<file path="config.mk">
export PLATFORM = sky130hd
export DESIGN_NAME = spike_count_accumulator
export DESIGN_NICKNAME = d
export VERILOG_FILES = /design/src/rtl/spike_count_accumulator.sv
export SDC_FILE = /design/constraint.sdc
export NUM_CORES = 1
export LEC_CHECK = 0
export BUFFER_PORTS_ARGS = -buffer_cell sky130_fd_sc_hd__buf_4
export CAP_MARGIN = 15
export CORE_ASPECT_RATIO = 1.2
export CORE_MARGIN = 3
export CORE_UTILIZATION = 60
export CTS_CLUSTER_SIZE = 14
export DETAILED_ROUTE_END_ITERATION = 16
export PLACE_DENSITY = 0.84
export RECOVER_POWER = 25
export SYNTH_ARGS = -nofsm -noshare
export SYNTH_HDL_FRONTEND = slang
export SYNTH_SLANG_ARGS = --single-unit
</file>
<file path="constraint.sdc">
create_clock -name clk -period 11.45 [get_ports clk]
set_clock_uncertainty 0.15 [all_clocks]
set_input_delay 0.5725 -clock clk [delete_from_list [all_inputs] [get_ports clk]]
set_output_delay 0.5725 -clock clk [all_outputs]
set_load 0.05 [all_outputs]
</file>
<file path="src/rtl/spike_count_accumulator.sv">
// spike_count_accumulator: per-step population spike counter feeding the muscle model.
// Stage 1 registers the popcount of the spike vector. Stage 2 adds it into a
// saturating window accumulator and, on a step, latches the window total.
//
// Ports:
//   clk            rising-edge system clock
//   reset          synchronous active-high reset
//   i_spike_vec    NN-bit spike vector, one bit per neuron
//   i_spike_valid  qualifies i_spike_vec (0 = no spikes this cycle)
//   i_step         last cycle of the current window
//   o_spike_cnt    count of last completed window, zero-extended, held
//   o_cnt_valid    one-cycle pulse when o_spike_cnt updates
//   o_sat          last completed window saturated
//   o_window_idx   completed windows since reset (wraps)
module spike_count_accumulator #(
    parameter int NN    = 32,
    parameter int CNT_W = 32
) (
    input  logic          clk,
    input  logic          reset,
    input  logic [NN-1:0] i_spike_vec,
    input  logic          i_spike_valid,
    input  logic          i_step,
    output logic [31:0]   o_spike_cnt,
    output logic          o_cnt_valid,
    output logic          o_sat,
    output logic [31:0]   o_window_idx
);

    localparam int PC_W = $clog2(NN + 1);

    logic [PC_W-1:0]  w_pc;
    logic [PC_W-1:0]  w_pc_in;
    logic [CNT_W:0]   w_sum;
    logic             w_ovf;
    logic [CNT_W-1:0] w_sat_sum;
    logic             w_sat_hit;

    logic [PC_W-1:0]  r_pc;
    logic             r_step;
    logic [CNT_W-1:0] r_acc;
    logic             r_acc_sat;
    logic [CNT_W-1:0] r_cnt;
    logic             r_cnt_valid;
    logic             r_sat;
    logic [31:0]      r_idx;

    always_comb begin
        w_pc = '0;
        for (int i = 0; i < NN; i++) begin
            w_pc = w_pc + PC_W'(i_spike_vec[i]);
        end
    end

    assign w_pc_in = i_spike_valid ? w_pc : '0;

    // One extra bit on the sum exposes overflow of the CNT_W accumulator.
    assign w_sum     = {1'b0, r_acc} + (CNT_W + 1)'(r_pc);
    assign w_ovf     = w_sum[CNT_W];
    assign w_sat_sum = w_ovf ? {CNT_W{1'b1}} : w_sum[CNT_W-1:0];
    // Saturation is sticky for the rest of the window.
    assign w_sat_hit = w_ovf | r_acc_sat;

    always_ff @(posedge clk) begin
        if (reset) begin
            r_pc        <= '0;
            r_step      <= 1'b0;
            r_acc       <= '0;
            r_acc_sat   <= 1'b0;
            r_cnt       <= '0;
            r_cnt_valid <= 1'b0;
            r_sat       <= 1'b0;
            r_idx       <= '0;
        end else begin
            r_pc   <= w_pc_in;
            r_step <= i_step;
            if (r_step) begin
                // Closing cycle's spikes join the window being reported.
                r_cnt       <= w_sat_sum;
                r_sat       <= w_sat_hit;
                r_cnt_valid <= 1'b1;
                r_idx       <= r_idx + 32'd1;
                r_acc       <= '0;
                r_acc_sat   <= 1'b0;
            end else begin
                r_acc       <= w_sat_sum;
                r_acc_sat   <= w_sat_hit;
                r_cnt_valid <= 1'b0;
            end
        end
    end

    assign o_spike_cnt  = 32'(r_cnt);
    assign o_cnt_valid  = r_cnt_valid;
    assign o_sat        = r_sat;
    assign o_window_idx = r_idx;

endmodule
</file>
==> flow_summary.rst <==
.. list-table::
   :header-rows: 1

   * - Metric
     - Value
   * - I/O Buffers
     - 101
   * - Maximum Capacitance Violations
     - 1
   * - Post-Syn Nets
     - 678
   * - Status
     - finished with violations
   * - Diode count
     - 0
   * - Die boundary height
     - 111 µm
   * - Number of antenna violations at the first check in global routing
     - 0
   * - Placeable core area
     - 0.00875 mm²
   * - Busiest metal layer after global routing
     - met2
   * - Number of post-CTS setup repair buffers
     - 0
   * - First-pass GRT wire length
     - 21300 µm
   * - Clock-pin slew on the worst setup and hold paths
     - 0.10 ns
   * - Synth-to-Final Area Change
     - 14.7%
   * - Final-layout worst hold slack
     - 0.266 ns
   * - Leading cell type in the layout, fill and taps excluded
     - dfxtp_1
   * - Number of CTS-inserted buffers
     - 9
   * - Critical path launch point type
     - primary input
   * - Kind of capture point of the worst setup path
     - flip-flop
   * - Synthesized netlist cell count
     - 603
   * - Half-perimeter wire length after detailed placement
     - 8870 µm
   * - Met3 track demand over resource
     - 3.60%
   * - Remaining antenna violation count
     - 0
   * - Summed instance area of the synthesized netlist
     - 0.00552 mm²
   * - Worst Setup EP
     - r_pc[4]
   * - Power consumption
     - 0.000994 W
   * - Boundary pin count
     - 102
   * - Relative slew slack
     - -100%
   * - Number of cell instances on the worst register-to-register path
     - 5
   * - Final worst path period share
     - 41.7%
   * - Leading area contributor after synthesis
     - dfxtp_1
   * - Met2 demand-to-capacity share in global routing
     - 44.0%
   * - TritonCTS clock tree
     - built
   * - Routability-driven placement congestion ratio
     - 0.854
   * - Post-synthesis compound-gate area fraction
     - 14.1%
   * - Post-Place Cell Area
     - 0.00627 mm²
   * - Final Instance Area
     - 0.00633 mm²
   * - Fraction of registers with async set or reset after synthesis
     - 0%
   * - Core utilization of the finished layout
     - 72.3%
   * - Drt initial violations
     - 294
   * - Vias per cell
     - 5.71
   * - Largest family of logic cells by synthesized area
     - simple AND/OR/NAND/NOR gates
   * - Top_reg_cell synth
     - dfxtp_1
   * - Type of the tightest min-delay check
     - primary input to flip-flop
   * - Total DRC errors in the routed layout
     - 0
   * - Total Routed Length
     - 12300 µm
   * - Violated checks
     - capacitance limit, slew limit
   * - Data required, critical path
     - 11.56 ns
   * - Final period demand of the worst path
     - 4.77 ns
   * - PostCTS Resize Cnt
     - 0
   * - Setup tns final
     - 0 ns
   * - Peak Freq
     - 210 MHz
   * - Leakage Power
     - 2.57 nW
   * - IR drop worst, VDD
     - 0.162 mV
   * - Effective utilization at floorplan
     - 63.0%
   * - Top library cells by usage in the layout, fill and taps aside
     - dfxtp_1 (105), nor2_1 (82), buf_4 (66)
   * - Largest cells by area after synthesis
     - dfxtp_1 (38%), fa_1 (9.1%), xor2_1 (6.0%)
   * - Library cell appearing most often on the critical path
     - fa_1
   * - Hold buffer count at cts
     - 0
   * - Site Rows
     - 37
   * - Destination of the worst register-to-register timing path
     - o_spike_cnt[13]
   * - Met1 Track Usage GR
     - 29.5%
   * - Seq cells post-synth
     - 106
   * - Wire length per cell
     - 15.3 µm
   * - Number of setup violations in the final report
     - 0
   * - Share of the synthesized area in the top cell type
     - 38.5%
   * - Number of enable flip-flop cells after synthesis
     - 0
   * - Die Width
     - 93.5 µm
   * - Simple-gate share of the synthesized area
     - 19.8%
   * - Vias in the first global route
     - 4712
   * - Syn_area_per_cell
     - 9.15 µm²
   * - Mux cell area share after synthesis
     - 0.181%
   * - WP data arrival
     - 4.88 ns
   * - Worst setup path class
     - primary input to flip-flop
   * - Final number of max-transition violations
     - 71
   * - Insertion delay of the later-clocked pin in the worst-skew pair
     - 0.36 ns
   * - Drt pass-1 iters
     - 4
   * - Critical Path Start
     - i_spike_vec[0]
   * - Maximum level of the CTS H-tree
     - 3
   * - Synth Area in XOR/XNOR
     - 8.41%
   * - Proportion of synthesized chip area in sequential cells
     - 38.5%
   * - Total overflow reported by the global router
     - 0
   * - Count of unique library cells instantiated by Yosys
     - 60
   * - Share of post-route cells with drive strength above 1
     - 15.1%
   * - Total global-route track usage
     - 24.6%
   * - Worst-case clock buffer depth
     - 2
   * - Unrepaired setup endpoints after global routing
     - no
   * - Crit-path slowest cell
     - fa_1
   * - Reg2Reg Setup Slack
     - 8.01 ns
   * - CP peak stage delay
     - 0.56 ns
   * - Adder and majority gate portion of the synthesized area
     - 12.2%
   * - CP Cell Sequence
     - buf_4 > inv_1 > fa_1 > fa_1 > fa_1 > fa_1 > fa_1 > fa_1 > inv_1 > ha_1 > fa_1 > a21o_1 > a21oi_1 > xor2_1 > nor2_1
   * - Actual slew at the worst max-slew pin
     - 3.01 ns
   * - CP Max Fanout
     - 2
   * - Clock Root Buffer
     - clkbuf_8
   * - Final Hold Vio Count
     - 0
   * - Final net count
     - 759
   * - Via count
     - 4606
   * - Power density cells
     - 157 mW/mm²
   * - Clk sinks
     - 106
   * - Worst R2R Start
     - r_pc[4]
   * - Largest net degree at the start of global routing
     - 71
   * - Area of the die
     - 0.0104 mm²
   * - Yosys warns
     - 0
## kinds of logic (layout without fill, tap and decap cells)
family | Yosys count | after routing
xor+xnor | 53 | 53
compound gates | 106 | 106
simple gates | 210 | 210
mux | 1 | 1
buf+inv | 88 | 174
fa+ha+maj | 39 | 39
flops | 106 | 106
## flip-flops by register name, summed over array words and instances, names as in the netlist
signal / flops
o_spike_cnt: 32
o_window_idx: 32
r_acc: 32
r_pc: 6
o_cnt_valid: 1
o_sat: 1
r_acc_sat: 1
r_step: 1
## cells in the mapped netlist (4+ instances only)
cell,number
or3_1,5
o21ai_0,5
clkbuf_1,21
nor4_1,5
a211oi_1,24
nand4_1,27
xor2_1,38
fa_1,25
a21oi_1,41
buf_6,4
xnor2_1,15
a311oi_1,8
dfxtp_1,106
ha_1,14
and3_1,13
nand3_1,13
buf_2,4
inv_1,53
nand2_1,22
and4_1,5
nor2b_1,5
nor2_1,82
nor3_1,11
a211oi_2,4
and2_1,4
## critical path: cells and delay by family
kind / cells / cell delay [ns]
buffers and inverters: 3 / 0.15
adder cells (fa/ha/maj): 8 / 3.58
AND/OR/NAND/NOR: 1 / 0.07
XOR/XNOR: 1 / 0.17
AO/OA/AOI/OAI: 2 / 0.33
## per-layer routing
| layer | vias up | wire length (µm) |
|---|---|---|
| met2 | 137 | 6470 |
| met5 | - | 0 |
| li1 | 2232 | - |
| met4 | 0 | 249 |
| met3 | 25 | 596 |
| met1 | 2212 | 5010 |
## final cells by class
cell class | count | area (µm²)
fill | 686 | 2420
sequential | 106 | 2120
timing repair buffer | 104 | 638
clock buffer | 11 | 151
clock inverter | 5 | 45.0
multi-input combinational | 409 | 3020
inverter | 54 | 203
tap | 117 | 146
## per-stage QoR
step / cells / setup slack [ns]
2_1_floorplan: 603 / 6.52
3_3_place_gp: 790 / 6.35
3_5_place_dp: 790 / 6.30
4_1_cts: 806 / 6.67
5_1_grt: 806 / 6.52
6_report: 806 / 6.68
## worst min path at each step
| stage | start | endpoint | slack [ns] | cells after the start |
|---|---|---|---|---|
| detailed placement | r_acc_sat | r_acc_sat | 0.29 | 2 |
| finish | i_step | r_step | 0.27 | 2 |
| CTS | i_step | r_step | 0.26 | 2 |
| global placement | r_acc_sat | r_acc_sat | 0.29 | 2 |
| floorplan | r_acc_sat | r_acc_sat | 0.27 | 2 |
| global route | i_step | r_step | 0.28 | 2 |
## power by group
part           switching [W]  total (W)  internal (W)
logic               0.000212   0.000372      0.000160
registers         0.00000855   0.000395      0.000387
clock network       0.000131   0.000226     0.0000946
(Power assumes the default switching activity.)
